File: src/rtl/pc_select_pkg.sv
`default_nettype none
// ============================================================================
// Module      : pc_select_pkg
// Description : Shared defaults and PC-select encodings for pc_select_mux.
// Revision    : 1.0 - initial release
// ============================================================================
package pc_select_pkg;

  localparam int C_DEFAULT_WIDTH     = 16;
  localparam int C_DEFAULT_CNT_WIDTH = 16;

  typedef enum logic {
    PCSRC_ZERO = 1'b0,
    PCSRC_ONE  = 1'b1
  } pcsrc_e;

endpackage : pc_select_pkg
`default_nettype wire

File: src/rtl/pc_sat_counter.sv
`default_nettype none
// ============================================================================
// Module      : pc_sat_counter
// Description : Up-counter with enable that sticks at all-ones; async low reset.
// Revision    : 1.0 - initial release
// ============================================================================
module pc_sat_counter #(
  parameter int WIDTH = 16
) (
  input  logic             clk,
  input  logic             rst_n,
  input  logic             i_en,
  output logic [WIDTH-1:0] o_count
);

  logic [WIDTH-1:0] r_count;
  logic             w_at_max;

  assign w_at_max = &r_count;

  // Increment is suppressed at all-ones so the count never wraps.
  always_ff @(posedge clk or negedge rst_n) begin
    if (!rst_n) begin
      r_count <= '0;
    end else if (i_en && !w_at_max) begin
      r_count <= r_count + WIDTH'(1);
    end
  end

  assign o_count = r_count;

endmodule : pc_sat_counter
`default_nettype wire

File: src/rtl/pc_select_mux.sv
`default_nettype none
// ============================================================================
// Module      : pc_select_mux
// Description : 2:1 next-PC select with registered copy; optional branch
//               counter enabled by macro PCSELECT_BRANCH_COUNT_EN.
// Revision    : 1.0 - initial release
// ============================================================================
module pc_select_mux
  import pc_select_pkg::*;
#(
  parameter int WIDTH     = C_DEFAULT_WIDTH,
  parameter int CNT_WIDTH = C_DEFAULT_CNT_WIDTH
) (
  input  logic                 CLK,
  input  logic                 Reset_n,
  input  logic                 PCSrc,
  input  logic [WIDTH-1:0]     One,
  input  logic [WIDTH-1:0]     Zero,
  input  logic                 Stall,
  output logic [WIDTH-1:0]     Output,
  output logic [WIDTH-1:0]     PCReg
`ifdef PCSELECT_BRANCH_COUNT_EN
  ,
  output logic [CNT_WIDTH-1:0] BranchCount
`endif
);

  logic [WIDTH-1:0] w_next_pc;
  logic [WIDTH-1:0] r_pcreg;

  assign w_next_pc = (PCSrc == PCSRC_ONE) ? One : Zero;
  assign Output    = w_next_pc;

  always_ff @(posedge CLK or negedge Reset_n) begin
    if (!Reset_n) begin
      r_pcreg <= '0;
    end else if (!Stall) begin
      r_pcreg <= w_next_pc;
    end
  end

  assign PCReg = r_pcreg;

`ifdef PCSELECT_BRANCH_COUNT_EN
  logic w_branch_en;

  // A stalled branch is not a taken branch: it neither loads nor counts.
  assign w_branch_en = !Stall && (PCSrc == PCSRC_ONE);

  pc_sat_counter #(
    .WIDTH (CNT_WIDTH)
  ) u_branch_cnt (
    .clk     (CLK),
    .rst_n   (Reset_n),
    .i_en    (w_branch_en),
    .o_count (BranchCount)
  );
`else
  // Keeps the counter width parameter referenced when counting is compiled out.
  logic [CNT_WIDTH-1:0] w_unused_cnt;
  assign w_unused_cnt = '0;
`endif

endmodule : pc_select_mux
`default_nettype wire

File: config.mk
export PLATFORM = sky130hd
export DESIGN_NAME = pc_select_mux
export DESIGN_NICKNAME = d
export VERILOG_FILES = /design/src/rtl/pc_select_pkg.sv /design/src/rtl/pc_sat_counter.sv /design/src/rtl/pc_select_mux.sv
export SDC_FILE = /design/constraint.sdc
export NUM_CORES = 1
export LEC_CHECK = 0
export BUFFER_PORTS_ARGS = -buffer_cell sky130_fd_sc_hd__buf_2
export CAP_MARGIN = 40
export CORE_MARGIN = 4
export CORE_UTILIZATION = 34
export CTS_CLUSTER_SIZE = 28
export DETAILED_ROUTE_END_ITERATION = 8
export MAX_ROUTING_LAYER = met4
export PLACE_DENSITY = 0.83
export SYNTH_ARGS = -nofsm -noshare
export SYNTH_HDL_FRONTEND = slang
export SYNTH_SLANG_ARGS = --single-unit
File: constraint.sdc
create_clock -name CLK -period 0.8 [get_ports CLK]
set_clock_uncertainty 0.05 [all_clocks]
set_input_delay 0.08 -clock CLK [delete_from_list [all_inputs] [get_ports CLK]]
set_output_delay 0.08 -clock CLK [all_outputs]
set_load 0.01 [all_outputs]
=== Word level (Yosys, flattened, before mapping) ===
Index checks and enable logic that the tools add are counted.

* Latch bits: 0
* Bits in read-only memories: 0
* Memories: 0
* RAM bits: 0
* Word-level logic and storage cells: 2
* Bits in registers: 16

* Reductions and logical operators: 0
* Equality and inequality tests: 0
* Shift operators: 0
* Multiplexer cells: 1
* Add/subtract/negate cells: 0
* Divide/modulo/power cells: 0
* $lt $le $gt $ge: 0
* Bitwise logic cells: 0
* $mul: 0

{| class="wikitable"
|+ Operators with widths
! kind !! number
|-
| $mux 16 || 1
|}

=== Logic depth before layout (Yosys ltp) ===
Gate-level depths: netlist of the first run.

* Depth after elaboration: 1
* Depth in mapped cells: 4
* Depth with buffers taken out: 2

=== Worst setup path after synthesis of the first run ===
Ideal clock, no wire load.

* Path type: input -> register
* Start point: in PCSrc
* End point: reg r_pcreg[10], in the netlist PCReg[10]
* Stages on the path: 4
* Setup slack: -0.276 ns
* Library setup time: 0.125 ns
* Arrival: 0.902 ns
* Buffers on the path: 2
* Required time: 0.625 ns
* Cells stage by stage: buf_6 buf_12 mux2_4 mux2_2

* Word-level cells in the longest chain between the ends: 1

{| class="wikitable"
|+ RTL lines
! what !! line !! RTL
|-
| from (decl) || pc_select_mux.sv:16 || <nowiki>input logic PCSrc,</nowiki>
|-
| $mux 16 || pc_select_mux.sv:31 || <nowiki>assign w_next_pc = (PCSrc == PCSRC_ONE) ? One : Zero;</nowiki>
|-
| net Output[10] || pc_select_mux.sv:20 || <nowiki>output logic [WIDTH-1:0] Output,</nowiki>
|-
| to (signal assigned) || pc_select_mux.sv:38 || <nowiki>r_pcreg <= w_next_pc;</nowiki>
|-
| to (decl) || pc_select_mux.sv:29 || <nowiki>logic [WIDTH-1:0] r_pcreg;</nowiki>
|}

The timed path passes the listed nets, and every way through them passes these cells.
A chain may end at the register's enable or synchronous reset.

=== Final worst setup path of the first run ===
* Start point: reg r_pcreg[7], in the netlist PCReg[7]
* End point: out PCReg[7]

{| class="wikitable"
|+ RTL lines
! what !! line !! RTL
|-
| to (decl) || pc_select_mux.sv:21 || <nowiki>output logic [WIDTH-1:0] PCReg</nowiki>
|}

No word-level cell between the ends.

==> impl_results.md, run 1 <==
* Post-layout instance area at ~1600 um2
* Failing checks: setup timing
* # diodes at 0
* R2R cell count at 2
* CP top delay family: flip-flops
* Worst Setup End Kind: primary output
* Fin. Hold Viols at 0
* Vias in the first global route at a little under 900
* WL final at 2.825 mm
* Register area share after synthesis at 0.4769
* # clock sinks at 16
* Port buffer count at 67
* Worst hold slack at 127.2 ps
* Placed Cells incl. Taps at ~150
* CP Launch Point: PCReg[7]$_DFFE_PN0N_
* Area after DPL at 1224 um2
* RSZ-0062 raised after global routing: yes
* Non-filler cells, final at between 150 and 200
* Req. time, crit path at 670 ps
* Post-Syn Area at approximately 840 um2
* Post-Syn Area per Cell at 16.15 um2
* Layout cells sized above 1 at 0.8712
* Commonest non-fill, non-tap cell in the layout: buf_2
* First-pass GRT wire length at 4.057 mm
* Total grt overflow at 0
* CP Capture Point: PCReg[7]
* Min-Delay Path Class: in -> reg
* Net Sw Frac at 0.2667
* Internal power at ~1.8 mW
* Largest net degree at the start of global routing at 17
* CP peak stage delay at 400 ps
* Total CTS buffers at 3
* Synth Net Count at just under 90
* Critical path peak fanout at 2
* Worst VDD drop at 1344 uV
* Routability congestion estimate at between 0.7 and 0.8
* Mux contribution to synthesized area at 0.4739
* Adder-cell share of the synthesized area at 0
* Crit path time final at 956.5 ps
* Comb pwr share at 0.395
* Largest family of logic cells by synthesized area: multiplexers
* Cell depth of the worst hold path at 3
* Reg clk slew, reported paths at 90 ps
* Compound-Gate Fraction of Synth Area at 0
* Leak at 0.8609 nW
* Die width at 57.69 um
* Core Box Area at 2276 um2
* Max Freq at 1045 MHz
* Post-Synth Simple-Gate Area at 0
* FF+latch count, synth at 16
* Synth warn at 0
* Critical-path top delay cell: dfrtp_1
* Worst rel slew slack at 0.7577
* Crit start category: register
* Wire length per cell at 17.66 um
* Final core occ at 0.6982
* Synth Instances at 52
* DRC viols at 0
* Fin nets at 169
* Top Ports at 68
* Die height at 57.69 um
* Worst-Margin Slew at 363.5 ps
* Worst EP arrival at 830 ps
* Max-Cap Viols at 0
* Vias post-DR at approximately 770
* Clock share of power at 0.211
* Setup violators final at 44
* Root Buffer: clkbuf_4
* Initial antenna violation count at 0
* FP Rows at 17
* Die area at 3328 um2
* Crit path depth at 1
* Reg2reg end: PCReg[7]$_DFFE_PN0N_
* Sw power at 656.3 uW
* Area grow syn2layout at 89.27%
* Flop pwr share at 0.394
* Worst reg2reg path startpoint: PCReg[7]$_DFFE_PN0N_
* Outcome: finished, violations left
* Worst setup margin at -156.5 ps
* Crit path kind: reg -> out
* Clock buffer depth at 2
* Most frequent cells in the layout: 47 x buf_2, 30 x mux2_4, 25 x buf_6
* GRT Total Usage at 0.1677
* H-tree lvl count at 1
* Worst path cell trace: buf_2
* Slew Viols, Final at 0
* Starting Density at 0.3689
* CTS tree: built
* Pwr/cell area at 1549 nW/um2
* Final period util at 1.196
* Iter 0 DRT Violations at 18
* Xor and xnor fraction of the mapped netlist area at 0
* Worst-Skew Late Latency at about 280 ps
* FF-to-FF setup slack at -140 ps
* Number of flip-flops in the largest register at 16
* Remaining antenna violation count after routing at 0
* Crit path buf inv count at 1
* Cell variety after synth at 6
* TritonRoute pass-1 iters at 2
* Drt via density at 4.825
[cell families (layout without fill, tap and decap cells)]
logic type	Yosys count	in the layout
DFF	16	16
muxes	32	32
buffers and inverters	4	84
[how the worst min path moves through the flow]
stage	endpoint	from
floorplan	PCReg[0]$_DFFE_PN0N_	Reset_n
global placement	PCReg[12]$_DFFE_PN0N_	Reset_n
detailed placement	PCReg[13]$_DFFE_PN0N_	Reset_n
CTS	PCReg[8]$_DFFE_PN0N_	One[8]
global route	PCReg[8]$_DFFE_PN0N_	One[8]
finish	PCReg[0]$_DFFE_PN0N_	One[0]
[power groups by stage]
stage | clock [mW] | sequential, mW | combinational, mW
finish | 0.519 | 0.971 | 0.971
global route | 0.592 | 0.982 | 1.03
CTS | 0.539 | 0.955 | 0.835
detailed placement | 0 | 0.971 | 0.654
global placement | 0 | 0.964 | 0.633
floorplan | 0 | 1.02 | 0.302
[Yosys cell counts, drive strengths merged]
cell	instances	area share
buf	4	0.049
mux2	32	0.47
dfrtp	16	0.48
[layer usage]
metal  track usage  vias to the layer above  wire length [um]
met1        0.1413                      373               880
met5             -                        -                 0
met2        0.3145                       42              1641
met4       0.08278                        0                71
met3       0.06459                        8               232
li1              -                      349                 -
[metrics by stage]
stage | setup WS (ps) | setup TNS, ps | power [mW]
after floorplan | -272.5 | -3707 | 1.324
after global placement | -314.6 | -6762 | 1.596
after detailed placement | -359.7 | -7613 | 1.625
after CTS | -154.7 | -4096 | 2.330
after global routing | -214.9 | -6009 | 2.603
final | -156.5 | -4782 | 2.461
[cell type report]
type	instances	area (um2)
multi-input cells	32	473.0
clock buffers	4	36.28
well taps	28	35.03
repair buffers	80	644.4
flip-flops and latches	16	400.4
fillers	178	686.9
[repair_timing]
action,in CTS,in global routing
hold buffers,1,0
gates resized for setup,33,17
pin swaps,0,0
buffers inserted,2,6
endpoints found under the setup margin,45,48
hold endpoints to repair,16,0
gates cloned,1,0
Note: power is estimated with default switching activity, not from simulation.
==> inputs of run 2 (changes only) <==
ABC_AREA = 1   (was default)
CORE_UTILIZATION = 37   (was 34)
PLACE_DENSITY = 0.75   (was 0.83)
==> impl_results.md, run 2 <==
* Outcome: finished, violations left
* Failing checks: setup timing
* Post-Syn Area at 1015 um2 (+21%)
* R2R cell count at 3 (+1)
* Die height at 60.37 um (+4.6%)
* Drt via density at 4.367 (-9.5%)
* Cell variety after synth at 9 (+3)
* Worst-Margin Slew at 346.3 ps (-17.18 ps)
* WL final at 2.781 mm (-1.6%)
* Async set-reset flop share out of synthesis at 1.000 (unchanged)
* Routability congestion estimate at 0.7245 (-1.8%)
* Grt met3 use at 0.04043 (-0.02416)
* Port buffer count at 67 (unchanged)
* Leak at 1.019 nW (+18%)
* Worst EP arrival at 820 ps (about the same)
* FP Rows at 18 (+1)
* CTS tree: built
* Crit start category: register
* Fin. Hold Viols at 0 (unchanged)
* Top Ports at 68 (unchanged)
* Dpl ws at -114.6 ps (+245.1 ps)
* CP top delay family: flip-flops
* Slew Viols, Final at 0 (unchanged)
* DRC viols at 0 (unchanged)
* Worst Setup End Kind: primary output
* Iter 0 DRT Violations at 15 (-3)
* FF+latch count, synth at 16 (unchanged)
* Share of the synthesized area in the top cell type at 0.3946 (-0.08233)
* Pwr/cell area at 1316 nW/um2 (-15%)
* Crit path buf inv count at 1 (unchanged)
* Most used DFF post-synth: dfrtp_1
* GRT Total Usage at 0.1476 (-0.02008)
* Reg2reg end: PCReg[5]$_DFFE_PN0N_
* Most frequent cells in the layout: 57 x buf_2, 47 x nand2_1, 32 x inv_1
* Final core occ at 0.6362 (-0.06200)
* Worst setup margin at -145.6 ps (+10.87 ps)
* FF-to-FF setup slack at -10 ps (+130 ps)
* Total grt overflow at 0 (unchanged)
* Top-count cell post-synth: nand2_1
* Fin nets at 264 (+56%)
* Worst path cell trace: buf_2
* Vias post-DR at 1118 (+45%)
* Critical path peak fanout at 2 (unchanged)
* Die width at 60.37 um (+4.6%)
* Hold wc startpoint: One[3]
* Number of flip-flops in the largest register at 16 (unchanged)
* Synth top area cells: dfrtp_1 39%, nand2_1 24%, inv_1 12%
* Critical-path top delay cell: dfrtp_1
* Final period util at 1.182 (-0.01359)
* Die area at 3645 um2 (+9.5%)
* Starting Density at 0.3987 (+0.02984)
* Hpwl dp at 2.030 mm
* Worst-Skew Late Latency at 270 ps (about the same)
* Dominant cell type by area after synthesis: dfrtp_1
* EDFF count, synth at 0 (unchanged)
* Layout cells sized above 1 at 0.4513 (-0.4199)
* First-pass GRT wire length at 3.946 mm (-2.7%)
* Synth Net Count at 188 (+110%)
* Worst reg2reg path startpoint: PCReg[5]$_DFFE_PN0N_
* Max Freq at 1058 MHz (+1.1%)
* CP peak stage delay at 400 ps (about the same)
* # diodes at 0 (unchanged)
* Largest net degree at the start of global routing at 17 (unchanged)
* Worst rel slew slack at 0.7691 (+0.01145)
* Vias in the first global route at 942 (+7.7%)
* Commonest non-fill, non-tap cell in the layout: buf_2
* Max-Cap Viols at 0 (unchanged)
* Req. time, crit path at 670 ps (about the same)
* Register area share after synthesis at 0.3946 (-0.08233)
* Crit path kind: reg -> out
* Area grow syn2layout at 59.56%
* TritonRoute pass-1 iters at 4 (+2)
* GR Util met1 at 0.1790 (+0.03777)
* Met2 Use GR at 0.2423 (-0.07223)
* Worst hold endpoint: PCReg[3]$_DFFE_PN0N_
* RSZ-0062 raised after global routing: yes
* Cell depth of the worst hold path at 5 (+2)
* Synth Instances at 152 (+190%)
* Root Buffer: clkbuf_4
* Crit path time final at 945.6 ps (-10.87 ps)
* Core Box Area at 2545 um2 (+12%)
* Remaining antenna violation count after routing at 0 (unchanged)
* Crit path depth at 1 (unchanged)
* Post-Syn Area per Cell at 6.676 um2 (-59%)
* Clock buffer depth at 2 (unchanged)
* # clock sinks at 16 (unchanged)
* Synth warn at 0 (unchanged)
* Worst VDD drop at 871.6 uV (-35%)
* Total CTS buffers at 3 (unchanged)
* Initial antenna violation count at 0 (unchanged)
* GRT Max-Usage Layer: met2
* Reg clk slew, reported paths at 80 ps (about the same)
* Synth cell count leaders: 64 x nand2_1, 32 x inv_1, 16 x and2_1, 16 x dfrtp_1, 16 x nand3_1
* H-tree lvl count at 1 (unchanged)
* Wire length per cell at 10.86 um (-38%)
* Min-Delay Path Class: in -> reg
* Setup violators final at 21 (-52%)
## run 2: logic make-up after synthesis
group / count (synthesis) / synth area share
flip-flops: 16 / 0.3946
buffers and inverters: 40 / 0.1911
AND/OR/NAND/NOR: 96 / 0.4143
## run 2: repair_timing
action                                  CTS  global route
hold buffers                              1             0
hold endpoints to repair                 16             0
buffers inserted                          2             4
gates cloned                              0             0
pin swaps                                 0            13
resized for setup                         6            45
endpoints found under the setup margin   32            32
## run 2: metrics by stage
step           cells  hold slack, ps  area [um2]  setup TNS (ps)  total power [mW]
2_1_floorplan    152          -265.6        1015               0             1.293
3_3_place_gp     247          -43.66        1356           -1332             1.563
3_5_place_dp     247          -42.35        1356           -1533             1.571
4_1_cts          253           66.24        1424           -2101             1.991
5_1_grt          256           68.68        1619           -3025             2.298
6_report         256           67.51        1619           -2027             2.130
## run 2: worst max-delay path by stage
stage	slack [ps]	start	end
floorplan	90	PCSrc	Output[10]
global placement	-100	PCSrc	Output[7]
CTS	-150	PCReg[5]$_DFFE_PN0N_	PCReg[5]
finish	-150	PCReg[12]$_DFFE_PN0N_	PCReg[12]
global route	-190	PCReg[1]$_DFFE_PN0N_	PCReg[1]
detailed placement	-110	PCSrc	Output[4]
## run 2: worst register-to-register path, cell delays in order (launching register included)
cell and delay (ps):
dfrtp_1 410, buf_4 140, nand2_1 50, nand2_1 50
## run 2: power by group
group          internal (mW)  total (mW)  switching [mW]
Clock                  0.174       0.388           0.214
Sequential             0.894       0.945          0.0513
Combinational          0.407       0.797           0.390
Total                   1.47        2.13           0.655
## run 2: area by class of cell
| cell class | instances | area [um2] |
|---|---|---|
| inverters | 34 | 143.9 |
| well taps | 30 | 37.54 |
| flip-flops and latches | 16 | 400.4 |
| clock buffers | 3 | 22.52 |
| repair buffers | 77 | 511.7 |
| fillers | 230 | 925.9 |
| multi-input cells | 96 | 503.0 |
## run 2: metal layers
layer	wire length (um)	vias up	share of wire
li1	-	587	-
met1	1165	480	0.42
met2	1290	51	0.46
met3	325	0	0.12
met4	0	0	0
met5	0	-	0
==> inputs of run 3 (changes only) <==
SETUP_SLACK_MARGIN = 0.4   (was default)
TNS_END_PERCENT = 50   (was default)
==> impl_results.md, run 3 (synthesis results as in run 2) <==
* Pwr/cell area at 1250 nW/um2 (-5.0%)
* Routability congestion estimate at 0.8054 (+11%)
* Vias post-DR at 1214 (+8.6%)
* Drt via density at 4.496 (+3.0%)
* Area grow syn2layout at 87.42%
* # clock sinks at 16 (unchanged)
* Crit path buf inv count at 1 (unchanged)
* Req. time, crit path at 670 ps (about the same)
* Vias in the first global route at 1204 (+28%)
* Worst EP arrival at 820 ps (about the same)
* Critical path peak fanout at 2 (unchanged)
* # diodes at 0 (unchanged)
* Hpwl dp at 2.166 mm (+6.7%)
* Max Freq at 1051 MHz (-0.66%)
* Worst-Margin Slew at 356.7 ps (+10.42 ps)
* Area after DPL at 1394 um2 (+2.8%)
* CP top delay family: flip-flops
* WL final at 3.409 mm (+23%)
* Setup violators final at 25 (+19%)
* Root Buffer: clkbuf_4
* Worst setup margin at -151.9 ps (-6.290 ps)
* Die width at 60.37 um (unchanged)
* CP peak stage delay at 400 ps (about the same)
* Min-Delay Path Class: in -> async
* Slew Viols, Final at 0 (unchanged)
* Port buffer count at 67 (unchanged)
* Critical-path top delay cell: dfrtp_1
* CTS tree: built
* Core Box Area at 2545 um2 (unchanged)
* Commonest non-fill, non-tap cell in the layout: buf_2
* Worst hold slack at -348.1 ps (-415.6 ps)
* Worst path cell trace: buf_2
* Fin nets at 278 (+5.3%)
* Die height at 60.37 um (unchanged)
* Final period util at 1.190 (+0.007862)
* Crit path kind: reg -> out
* Outcome: finished, violations left
* Initial antenna violation count at 0 (unchanged)
* Worst-Skew Late Latency at 270 ps (about the same)
* Iter 0 DRT Violations at 41 (+26)
* H-tree lvl count at 1 (unchanged)
* Largest net degree at the start of global routing at 17 (unchanged)
* DRC viols at 0 (unchanged)
* Crit start category: register
* Leak at 1.192 nW (+17%)
* Starting Density at 0.3987 (unchanged)
* Crit path time final at 951.9 ps (+6.290 ps)
* Wire length per cell at 12.63 um (+16%)
* Remaining antenna violation count after routing at 0 (unchanged)
* Failing checks: hold timing, setup timing
* Die area at 3645 um2 (unchanged)
* Number of flip-flops in the largest register at 16 (unchanged)
* Most frequent cells in the layout: 46 x buf_2, 41 x nand2_1, 32 x inv_1
* Total grt overflow at 0 (unchanged)
* Clock buffer depth at 2 (unchanged)
* First-pass GRT wire length at 5.368 mm (+36%)
* Top Ports at 68 (unchanged)
* Max-Cap Viols at 0 (unchanged)
* Fin. Hold Viols at 16 (+16)
* GRT Total Usage at 0.2047 (+0.05704)
* Final core occ at 0.7473 (+0.1111)
* FP Rows at 18 (unchanged)
* Worst VDD drop at 976.9 uV (+12%)
* Worst rel slew slack at 0.7622 (-0.006947)
* Post-layout instance area at 1902 um2 (+17%)
* TritonRoute pass-1 iters at 4 (unchanged)
* Reg clk slew, reported paths at 90 ps (about the same)
* RSZ-0062 raised after global routing: yes
* Worst Setup End Kind: primary output
* Total CTS buffers at 3 (unchanged)
* Layout cells sized above 1 at 0.5667 (+0.1153)
## run 3: changes by cell type in the layout (fill, tap and decap cells not counted), sizes merged
cell,change
buf,+14
dlygate4sd3,-1
inv,+1
## run 3: path summary, 6_finish.rpt
path	start	endpoint	slack (ps)	depth (start not counted)
max	PCReg[2]$_DFFE_PN0N_	PCReg[2]	-150	1
min	Reset_n	PCReg[8]$_DFFE_PN0N_	-350	1
max reg2reg	PCReg[3]$_DFFE_PN0N_	PCReg[3]$_DFFE_PN0N_	-80	4
min reg2reg	PCReg[7]$_DFFE_PN0N_	PCReg[7]$_DFFE_PN0N_	430	2
max in group asynchronous	Reset_n	PCReg[14]$_DFFE_PN0N_	790	1
min in group CLK	Zero[0]	PCReg[0]$_DFFE_PN0N_	70	5
## run 3: report_power, final
group | switching (mW) | internal (mW)
clock | 0.227 | 0.174
sequential | 0.0492 | 0.894
combinational | 0.466 | 0.568
total | 0.742 | 1.64
## run 3: stage by stage
stage                     hold slack (ps)  setup TNS (ps)  total power, mW  setup slack, ps  std cells
after floorplan                    -265.6               0            1.340            110.4        152
after global placement             -41.58           -1685            1.610           -121.3        247
after detailed placement           -34.05           -1838            1.618           -130.3        247
after CTS                          -340.4           -2262            2.253           -163.6        262
after global routing               -335.9           -3245            2.533           -193.5        270
final                              -348.1           -2313            2.378           -151.9        270
## run 3: timing repair
action                     CTS  global route
pin swaps                   36            12
hold endpoints to repair    16            16
setup endpoints to repair   48            48
resized for setup           55            23
gates cloned                 1             0
setup buffers               11             8
## run 3: area by class of cell
cell class                 instances  area, um2
clock buffer                       3      22.52
fill                             193      643.1
inverter                          34      140.1
multi-input combinational         96      598.1
sequential                        16      400.4
tap                               30      37.54
timing repair buffer              90      686.9
timing repair inverter             1      16.27
## run 3: metal layers
layer  track usage  part of all wire
met1        0.2199              0.38
met3       0.03830              0.10
met4       0.05696            0.0047
met5             -                 0
met2        0.3796              0.51
